**src/rtl/ysyx_22050854_wb_pipe_if.sv**
```systemverilog
// ---------------------------------------------------------------------------
// ysyx_22050854_wb_pipe_if
// This interface carries the MEM -> WB retire handshake for the RV64
// write-back stage.
//   in_valid    : MEM presents an instruction
//   in_ready    : WB can accept this cycle
//   in_pc       : instruction PC
//   in_alu      : ALU result
//   in_mem      : load data, already aligned to bit 0
//   in_csr      : CSR read value
//   in_wbsel    : result source (0 ALU, 1 MEM, 2 PC+4, 3 CSR)
//   in_size     : load size (0 B, 1 H, 2 W, 3 D)
//   in_unsigned : zero-extend the load
//   in_regwr    : instruction writes rd
//   in_rd       : destination register
// The master modport is the MEM stage side. The slave modport is the WB side.
// ---------------------------------------------------------------------------
interface ysyx_22050854_wb_pipe_if #(
    parameter int XLEN = 64,
    parameter int AW   = 5
);
    logic            in_valid;
    logic            in_ready;
    logic [XLEN-1:0] in_pc;
    logic [XLEN-1:0] in_alu;
    logic [XLEN-1:0] in_mem;
    logic [XLEN-1:0] in_csr;
    logic [1:0]      in_wbsel;
    logic [1:0]      in_size;
    logic            in_unsigned;
    logic            in_regwr;
    logic [AW-1:0]   in_rd;

    modport master (
        output in_valid, in_pc, in_alu, in_mem, in_csr, in_wbsel,
               in_size, in_unsigned, in_regwr, in_rd,
        input  in_ready
    );

    modport slave (
        input  in_valid, in_pc, in_alu, in_mem, in_csr, in_wbsel,
               in_size, in_unsigned, in_regwr, in_rd,
        output in_ready
    );
endinterface

```
**src/rtl/ysyx_22050854_wb_pipe.sv**
```systemverilog
// ---------------------------------------------------------------------------
// ysyx_22050854_wb_pipe
// This module is the pipelined write-back stage of the 5-stage RV64 core.
// It holds one retiring instruction in a single-entry WB register. It
// selects and extends the result, commits the result to the embedded integer
// register file, and counts retired instructions.
//
// Ports:
//   clk, rst_n           : core clock, asynchronous active-low reset
//   mem_if (slave)       : MEM -> WB valid/ready handshake and fields
//   hold                 : freeze commit (debug halt or downstream stall)
//   raddr1/2, rdata1/2   : combinational register-file read ports
//   commit_valid/pc/wen/rd/data : commit bus for EX forwarding and difftest
//   instret              : retired-instruction counter (wraps)
//
// Optional macro YSYX_WB_BYPASS_EN: when this macro is defined, the read
// ports return the data being committed in the same cycle (write-through).
// ---------------------------------------------------------------------------
module ysyx_22050854_wb_pipe #(
    parameter int XLEN = 64,
    parameter int NREG = 32,
    parameter int AW   = 5,
    parameter int CNTW = 64
) (
    input  logic                              clk,
    input  logic                              rst_n,
    ysyx_22050854_wb_pipe_if.slave            mem_if,
    input  logic                              hold,
    input  logic [AW-1:0]                     raddr1,
    input  logic [AW-1:0]                     raddr2,
    output logic [XLEN-1:0]                   rdata1,
    output logic [XLEN-1:0]                   rdata2,
    output logic                              commit_valid,
    output logic [XLEN-1:0]                   commit_pc,
    output logic                              commit_wen,
    output logic [AW-1:0]                     commit_rd,
    output logic [XLEN-1:0]                   commit_data,
    output logic [CNTW-1:0]                   instret
);

    // NREG is compared with an AW-bit address. One extra bit is needed so
    // that NREG == 2**AW can be represented.
    localparam logic [AW:0] NREG_W = (AW+1)'(NREG);

    // This function extends the aligned load data to XLEN. A signed cast
    // replicates the top bit of the selected field.
    function automatic logic [XLEN-1:0] f_load_ext(
        input logic [XLEN-1:0] mem,
        input logic [1:0]      size,
        input logic            uns
    );
        logic [XLEN-1:0] v;
        case (size)
            2'd0: begin
                if (uns) v = XLEN'(mem[7:0]);
                else     v = XLEN'($signed(mem[7:0]));
            end
            2'd1: begin
                if (uns) v = XLEN'(mem[15:0]);
                else     v = XLEN'($signed(mem[15:0]));
            end
            2'd2: begin
                if (uns) v = XLEN'(mem[31:0]);
                else     v = XLEN'($signed(mem[31:0]));
            end
            default: v = mem;
        endcase
        return v;
    endfunction

    logic            r_wb_valid;
    logic [XLEN-1:0] r_pc;
    logic [XLEN-1:0] r_alu;
    logic [XLEN-1:0] r_mem;
    logic [XLEN-1:0] r_csr;
    logic [1:0]      r_wbsel;
    logic [1:0]      r_size;
    logic            r_unsigned;
    logic            r_regwr;
    logic [AW-1:0]   r_rd;
    logic [XLEN-1:0] r_rf [NREG];
    logic [CNTW-1:0] r_instret;

    logic            w_in_ready;
    logic            w_accept;
    logic            w_commit;
    logic            w_commit_wen;
    logic [XLEN-1:0] w_result;

    // The stage can accept a new instruction when the entry is empty or
    // when the entry retires in this cycle.
    assign w_in_ready   = !r_wb_valid || !hold;
    assign w_accept     = mem_if.in_valid && w_in_ready;
    assign w_commit     = r_wb_valid && !hold;
    assign w_commit_wen = w_commit && r_regwr && (r_rd != '0);

    assign mem_if.in_ready = w_in_ready;
    assign commit_valid    = w_commit;
    assign commit_pc       = r_pc;
    assign commit_wen      = w_commit_wen;
    assign commit_rd       = r_rd;
    assign commit_data     = w_result;
    assign instret         = r_instret;

    // This block selects the result source from the captured entry.
    always_comb begin
        w_result = '0;
        case (r_wbsel)
            2'd0:    w_result = r_alu;
            2'd1:    w_result = f_load_ext(r_mem, r_size, r_unsigned);
            2'd2:    w_result = r_pc + XLEN'(3'd4);
            2'd3:    w_result = r_csr;
            default: w_result = r_alu;
        endcase
    end

    // This block drives read port 1. x0 and out-of-range addresses read as zero.
    always_comb begin
        rdata1 = '0;
        if ((raddr1 != '0) && ({1'b0, raddr1} < NREG_W)) begin
            rdata1 = r_rf[raddr1];
`ifdef YSYX_WB_BYPASS_EN
            if (w_commit_wen && (raddr1 == r_rd)) begin
                rdata1 = w_result;
            end else begin
                rdata1 = r_rf[raddr1];
            end
`endif
        end else begin
            rdata1 = '0;
        end
    end

    // This block drives read port 2. It follows the same rules as port 1.
    always_comb begin
        rdata2 = '0;
        if ((raddr2 != '0) && ({1'b0, raddr2} < NREG_W)) begin
            rdata2 = r_rf[raddr2];
`ifdef YSYX_WB_BYPASS_EN
            if (w_commit_wen && (raddr2 == r_rd)) begin
                rdata2 = w_result;
            end else begin
                rdata2 = r_rf[raddr2];
            end
`endif
        end else begin
            rdata2 = '0;
        end
    end

    // This block implements the WB entry valid flag. A transfer sets the
    // flag. A commit without a transfer clears it.
    always_ff @(posedge clk or negedge rst_n) begin
        if (!rst_n) begin
            r_wb_valid <= 1'b0;
        end else if (w_accept) begin
            r_wb_valid <= 1'b1;
        end else if (w_commit) begin
            r_wb_valid <= 1'b0;
        end
    end

    // This block holds the WB entry fields. They load only on a transfer, so
    // a held entry stays unchanged.
    always_ff @(posedge clk or negedge rst_n) begin
        if (!rst_n) begin
            r_pc       <= '0;
            r_alu      <= '0;
            r_mem      <= '0;
            r_csr      <= '0;
            r_wbsel    <= 2'd0;
            r_size     <= 2'd0;
            r_unsigned <= 1'b0;
            r_regwr    <= 1'b0;
            r_rd       <= '0;
        end else if (w_accept) begin
            r_pc       <= mem_if.in_pc;
            r_alu      <= mem_if.in_alu;
            r_mem      <= mem_if.in_mem;
            r_csr      <= mem_if.in_csr;
            r_wbsel    <= mem_if.in_wbsel;
            r_size     <= mem_if.in_size;
            r_unsigned <= mem_if.in_unsigned;
            r_regwr    <= mem_if.in_regwr;
            r_rd       <= mem_if.in_rd;
        end
    end

    // This block implements the integer register file write port. x0 is
    // never written because commit_wen excludes rd == 0.
    always_ff @(posedge clk or negedge rst_n) begin
        if (!rst_n) begin
            for (int i = 0; i < NREG; i++) begin
                r_rf[i] <= '0;
            end
        end else if (w_commit_wen) begin
            r_rf[r_rd] <= w_result;
        end
    end

    // This block implements the retired-instruction counter. It wraps
    // naturally at 2**CNTW.
    always_ff @(posedge clk or negedge rst_n) begin
        if (!rst_n) begin
            r_instret <= '0;
        end else if (w_commit) begin
            r_instret <= r_instret + CNTW'(1'b1);
        end
    end

endmodule

```
**src/flat_wrapper.sv**
```systemverilog
// flat-port wrapper written by rule: the top's interface ports become plain ports
module ysyx_22050854_wb_pipe_flat 
#(
    parameter int XLEN = 64,
    parameter int NREG = 32,
    parameter int AW   = 5,
    parameter int CNTW = 64
)
  (clk, rst_n, hold, raddr1, raddr2, rdata1, rdata2, commit_valid, commit_pc, commit_wen, commit_rd, commit_data, instret, mem_if_in_valid, mem_if_in_pc, mem_if_in_alu, mem_if_in_mem, mem_if_in_csr, mem_if_in_wbsel, mem_if_in_size, mem_if_in_unsigned, mem_if_in_regwr, mem_if_in_rd, mem_if_in_ready);
  ysyx_22050854_wb_pipe_if #(.XLEN(XLEN), .AW(AW)) mem_if_i ();
  input  logic clk;
  input  logic rst_n;
  input  logic hold;
  input  logic [AW-1:0] raddr1;
  input  logic [AW-1:0] raddr2;
  output logic [XLEN-1:0] rdata1;
  output logic [XLEN-1:0] rdata2;
  output logic commit_valid;
  output logic [XLEN-1:0] commit_pc;
  output logic commit_wen;
  output logic [AW-1:0] commit_rd;
  output logic [XLEN-1:0] commit_data;
  output logic [CNTW-1:0] instret;
  input wire logic [$bits(mem_if_i.in_valid)-1:0] mem_if_in_valid;
  input wire logic [$bits(mem_if_i.in_pc)-1:0] mem_if_in_pc;
  input wire logic [$bits(mem_if_i.in_alu)-1:0] mem_if_in_alu;
  input wire logic [$bits(mem_if_i.in_mem)-1:0] mem_if_in_mem;
  input wire logic [$bits(mem_if_i.in_csr)-1:0] mem_if_in_csr;
  input wire logic [$bits(mem_if_i.in_wbsel)-1:0] mem_if_in_wbsel;
  input wire logic [$bits(mem_if_i.in_size)-1:0] mem_if_in_size;
  input wire logic [$bits(mem_if_i.in_unsigned)-1:0] mem_if_in_unsigned;
  input wire logic [$bits(mem_if_i.in_regwr)-1:0] mem_if_in_regwr;
  input wire logic [$bits(mem_if_i.in_rd)-1:0] mem_if_in_rd;
  output wire logic [$bits(mem_if_i.in_ready)-1:0] mem_if_in_ready;
  assign mem_if_i.in_valid = mem_if_in_valid;
  assign mem_if_i.in_pc = mem_if_in_pc;
  assign mem_if_i.in_alu = mem_if_in_alu;
  assign mem_if_i.in_mem = mem_if_in_mem;
  assign mem_if_i.in_csr = mem_if_in_csr;
  assign mem_if_i.in_wbsel = mem_if_in_wbsel;
  assign mem_if_i.in_size = mem_if_in_size;
  assign mem_if_i.in_unsigned = mem_if_in_unsigned;
  assign mem_if_i.in_regwr = mem_if_in_regwr;
  assign mem_if_i.in_rd = mem_if_in_rd;
  assign mem_if_in_ready = mem_if_i.in_ready;
  ysyx_22050854_wb_pipe #(.XLEN(XLEN), .NREG(NREG), .AW(AW), .CNTW(CNTW)) u_core (.clk(clk), .rst_n(rst_n), .mem_if(mem_if_i), .hold(hold), .raddr1(raddr1), .raddr2(raddr2), .rdata1(rdata1), .rdata2(rdata2), .commit_valid(commit_valid), .commit_pc(commit_pc), .commit_wen(commit_wen), .commit_rd(commit_rd), .commit_data(commit_data), .instret(instret));
endmodule
```
**config.mk**
```make
export PLATFORM = sky130hd
export DESIGN_NAME = ysyx_22050854_wb_pipe_flat
export DESIGN_NICKNAME = d
export VERILOG_FILES = /design/src/rtl/ysyx_22050854_wb_pipe_if.sv /design/src/rtl/ysyx_22050854_wb_pipe.sv /design/src/flat_wrapper.sv
export SDC_FILE = /design/constraint.sdc
export NUM_CORES = 2
export LEC_CHECK = 0
export BUFFER_PORTS_ARGS = -buffer_cell sky130_fd_sc_hd__buf_2
export CORE_ASPECT_RATIO = 0.6
export CORE_UTILIZATION = 35
export CTS_CLUSTER_SIZE = 14
export DETAILED_ROUTE_END_ITERATION = 10
export SKIP_CTS_REPAIR_TIMING = 1
export SLEW_MARGIN = 15
export SYNTH_ARGS = -nofsm -noshare
export SYNTH_HDL_FRONTEND = slang
export SYNTH_SLANG_ARGS = --single-unit
```
**constraint.sdc**
```tcl
create_clock -name clk -period 3.25 [get_ports clk]
set_input_delay 0 -clock clk [delete_from_list [all_inputs] [get_ports clk]]
set_output_delay 0 -clock clk [all_outputs]
set_load 0.02 [all_outputs]
```
Word-level counts from Yosys, hierarchy flattened
Index checks and enable logic that the tools add are counted.

Flip-flop bits (word level): 2380. Input port bits: 281. Output and inout port bits: 328. Word-level logic and storage cells: 89.

Add/subtract/negate cells: 2. Order comparisons: 4. Eq/ne operators: 5. Muxes and demuxes: 18. Bitwise logic cells: 3. Reductions and logical operators: 14.

Operators by type and width (count): bitwise mux 2048 bit (1); binary-select mux 64 bit (select 5 bit) (2); two-way mux 64 bit (10); demux 64 bit (select 5 bit) (1); case mux 64 bit (4 select lines) (1); case mux 64 bit (3 select lines) (1); adder 64 x 1 -> 64 bit (second input constant) (1); adder 64 x 3 -> 64 bit (second input constant) (1); greater-or-equal comparator 6 bit (second input constant) (3); NOT 5 -> 6 bit (3); nonzero test 5 bit (3); equality test 2 bit (second input constant) (3); less-than comparator 6 x 1 -> 1 bit (second input constant) (1); logical AND 1 bit (5); equality test 2 x 1 -> 1 bit (second input constant) (2); logical NOT 2 bit (2); logical NOT 1 bit (2); two-way mux 1 bit (2); nonzero test 2 bit (1); logical OR 1 bit (1).

Depth between registers and ports, before layout
Depth after elaboration: 6. Gate-level depth with buffers: 10. Gate-level depth less buffers: 7.

Least setup slack after synthesis
No wires, ideal clock.

Path type: register -> register. Start: reg u_core.r_pc[2], in the netlist u_core.commit_pc[2]. End: reg u_core.r_rf[316] in the netlist's numbering. Setup time: 0.065 ns. Arrival time: 2.710 ns. Required time: 3.185 ns. Slack: 0.475 ns. Cell stages (with the launch flop): 9. Path buffers: 1. Clock period less this slack: 2.775 ns. Cells stage by stage: dfrtp_1 > ha_1 > nand4_1 > or4_4 > or4_4 > or4_4 > nand3_2 > buf_6 > mux2_1.

Word-level cells in the longest chain between the ends: 3.

Ends and longest elaborated chain: start: declaration (RTL line ysyx_22050854_wb_pipe.sv:72) `logic [XLEN-1:0] r_pc;`; start signal: assignment (RTL line ysyx_22050854_wb_pipe.sv:177) `r_pc <= mem_if.in_pc;`; adder 64 x 3 -> 64 bit (RTL line ysyx_22050854_wb_pipe.sv:111) `2'd2: w_result = r_pc + XLEN'(3'd4);`; case mux 64 bit (4 select lines) (RTL line ysyx_22050854_wb_pipe.sv:108) `case (r_wbsel)`; via commit_data[60] (RTL line flat_wrapper.sv:22) `output logic [XLEN-1:0] commit_data;`; bitwise mux 2048 bit (RTL line ysyx_22050854_wb_pipe.sv:197) `r_rf[r_rd] <= w_result;`; end signal: indexed assignment (RTL line ysyx_22050854_wb_pipe.sv:197); end: declaration (RTL line ysyx_22050854_wb_pipe.sv:81) `logic [XLEN-1:0] r_rf [NREG];`.

The timed path passes the listed nets, and every way through them passes these cells. A chain may end at the register's enable or synchronous reset.

Final worst setup path
Start: reg u_core.r_pc[2], in the netlist u_core.commit_pc[2]. End: out commit_data[60].

Word-level cells in the longest chain between the ends: 2.

Ends and longest elaborated chain (RTL line): adder 64 x 3 -> 64 bit (ysyx_22050854_wb_pipe.sv:111); case mux 64 bit (4 select lines) (ysyx_22050854_wb_pipe.sv:108); end: declaration (flat_wrapper.sv:22).

No other way between the ends.

==> impl_metrics.env <==
export IMPL_outcome="finished, violations left"
export IMPL_violations="setup timing"
export IMPL_cp_common_cell="or4_4"
export IMPL_die_y_um=457
export IMPL_drt_iter0_drc=11200
export IMPL_cpPeakStageDelay_ns=0.52
export IMPL_grt_pass1_wl_um=633000
export IMPL_cp_arrival_ns=3.78
export IMPL_ir_worst_vdd_mv=0.713
export IMPL_start_util=0.353
export IMPL_syn_nets=10600
export IMPL_utilization=0.443
export IMPL_cp_start_kind="flop"
export IMPL_end_kind="output port"
export IMPL_worstSetupPathDepth=9
export IMPL_cts_tree="yes"
export IMPL_setup_viol=45
export IMPL_dp_hpwl_um=287000
export IMPL_r2r_cells=10
export IMPL_worstPathCellList="ha_2 > nand4_1 > buf_6 > or4_4 > or4_4 > or4_4 > nand3_4 > buf_12 > buf_8"
export IMPL_r2r_end="u_core.r_rf[1276]"
export IMPL_area_growth_pct=25.4
export IMPL_min_period_ns=3.78
export IMPL_worstSetupPathType="flop to output port"
export IMPL_clock_latency_ns=1.00
export IMPL_root_buffer="clkbuf_16"
export IMPL_synth_edf_count=0
export IMPL_syn_cell_area_um2=121000
export IMPL_rrSetupSlack_ns=-0.02
export IMPL_cp_num_buf_inv=3
export IMPL_globalplace_congestion=0.922
export IMPL_critPathRequiredTime_ns=3.25
export IMPL_synth_seq_cells=2380
export IMPL_synth_flop_cell="dfrtp_1"
export IMPL_crit_end="commit_data[60]"
export IMPL_crit_path_start="u_core.commit_pc[2]"
export IMPL_final_common_cell="dfrtp_1"
export IMPL_preCtsSetupSlack_ns=0.00917
export IMPL_htree_levels=4
export IMPL_routedWlPerCell_um=28.7
export IMPL_fin_nets=11800
export IMPL_crit_family="simple AND/OR/NAND/NOR gates"
export IMPL_vias=94800
export IMPL_grt_start_max_net_pins=106
export IMPL_setup_slack_ns=-0.529
export IMPL_cts_made_buffers=234
export IMPL_io_buffer_count=608
export IMPL_cts_reportedPaths_clkPinSlew_ns=0.06
export IMPL_hold_viol_final=0
export IMPL_async_flop_share=1.00
export IMPL_yosysSeqAreaShare=0.493
export IMPL_dieWidth_um=761
export IMPL_grt_pass1_vias=87300
export IMPL_layout_common_cells="dfrtp_1 (2354), nor2_1 (1309), mux4_2 (1212), a21oi_1 (1060), nand2_1 (901)"
export IMPL_io_pins=609
export IMPL_relSlewSlack=0.267
export IMPL_max_freq_mhz=265
export IMPL_vias_per_cell=5.85
export IMPL_drive_above_1_share=0.318
export IMPL_worst_pin_slew_ns=1.10
export IMPL_gr_total_overflow=0
export IMPL_fin_crit_sh=1.16
export IMPL_place_area_um2=134000
export IMPL_power_leakage_nw=65.2
export IMPL_holdWs_ns=0.0683
export IMPL_fin_worst_skew_ns=0.129
export IMPL_powerDensity_nw_per_um2=727
export IMPL_cts_buffer_depth=4
export IMPL_ys_types=71
export IMPL_path_max_fanout=8
export IMPL_die_area_um2=348000
export IMPL_stdcell_area_um2=152000
export IMPL_maxCapViolCount=0
export IMPL_dp_cells=15000
export IMPL_n_fill_cell=31100
export IMPL_crit_path_top_delay_cell="or4_4"
export IMPL_rows=166
export IMPL_r2r_start="u_core.commit_pc[2]"
export IMPL_first_pass_iters=8
export IMPL_grt_usage=0.245
export IMPL_layout_cells_non_filler=16200
export IMPL_rsz0062_at_grt="yes"
export IMPL_clock_sinks=2380
export IMPL_syn_avg_cell_area_um2=11.7
export IMPL_drc=0
export IMPL_routed_wirelength_um=466000
export IMPL_core_area_um2=342000
export IMPL_antenna_found_initial=22
export IMPL_maxSlewViolCount=0
export IMPL_syn_inst=10300
export IMPL_yosysWarnings=0
export IMPL_drtAntennaViolNets=0
export IMPL_hold_path_class="primary input to asynchronous set/reset pin"
==> synth_stat cells (all sizes together), types with 12 or more instances <==
cell type	number	area [µm²]
a211oi	137	1030
a21oi	1095	5480
a221oi	12	105
a22oi	16	120
a31oi	158	988
and2	13	81.3
and3	25	156
and4	16	140
buf	235	1030
clkbuf	860	3230
dfrtp	2380	59600
inv	95	357
mux2	346	3900
mux2i	147	1470
mux4	1212	27300
nand2	939	3520
nand3	52	270
nand4	49	319
nor2	1350	5070
nor2b	72	450
nor3	34	195
nor4	26	169
o21ai	825	4130
or2	13	81.3
or4	12	101
xnor2	66	578
xor2	31	272
==> worst register-to-register path: cells and delay by family, from the launching register on <==
family / cells / cell delay (ns)
compound gates: 1 / 0.33
fa+ha+maj: 1 / 0.22
buf+inv: 3 / 0.56
flops: 1 / 0.43
mux: 1 / 0.30
simple gates: 4 / 1.27
==> per-layer routing <==
metal	routed length, µm	up-vias	track usage
met4	20200	14	0.0723
li1	-	40000	-
met1	193000	48800	0.359
met3	48300	872	0.0598
met2	204000	5149	0.359
met5	137	-	0.000959
==> area by class of cell <==
class,instances,area [µm²],share of cell area
antenna,10,25.0,0.000165
clock buffer,340,6900,0.0455
clock inverter,74,1120,0.00738
inverter,96,477,0.00315
multi-input combinational,6745,58800,0.388
sequential,2380,59600,0.393
tap,4536,5680,0.0375
timing repair buffer,2027,19000,0.125
==> registers in the layout (all words and copies together) (netlist names), 5 cells and up <==
signal	flops
u_core.commit_pc	64
u_core.commit_rd	5
u_core.instret	64
u_core.r_alu	64
u_core.r_csr	64
u_core.r_mem	64
u_core.r_rf	2048
==> report_power, final <==
part	leakage [nW]	switching (W)	internal, W
registers	31.3	0.00694	0.0383
logic	30.0	0.0178	0.0177
clock network	3.93	0.0127	0.0166
total	65.2	0.0375	0.0726
==> how the worst min path moves through the flow <==
stage | startpoint | endpoint | slack (ns) | depth (start not counted)
after CTS | rst_n | u_core.r_rf[301] | -0.93 | 1
after global routing | rst_n | u_core.r_rf[83] | 0.1 | 3
final | rst_n | u_core.r_rf[628] | 0.07 | 3
after detailed placement | rst_n | u_core.r_rf[179] | 0.05 | 1
after floorplan | rst_n | u_core.commit_pc[0] | -0.30 | 0
after global placement | rst_n | u_core.r_rf[179] | 0.09 | 1
==> per-stage QoR <==
stage | setup TNS (ns) | total power [W]
after global placement | 0 | 0.0759
after floorplan | 0 | 0.0641
final | -6.79 | 0.110
after detailed placement | 0 | 0.0768
after CTS | -32.29 | 0.106
after global routing | -15.20 | 0.115
==> kinds of logic (layout without fill, tap and decap cells) <==
kind of cell,after synthesis,after routing,share of synthesized area
AO/OA/AOI/OAI,2298,2305,0.102
XOR/XNOR,97,97,0.00703
adder cells (fa/ha/maj),2,2,0.000207
buffers and inverters,1191,2537,0.0382
flip-flops,2380,2380,0.493
multiplexers,1705,1705,0.270
other,0,10,0
AND/OR/NAND/NOR,2635,2636,0.0895
Power figures use the tool's default switching activity.
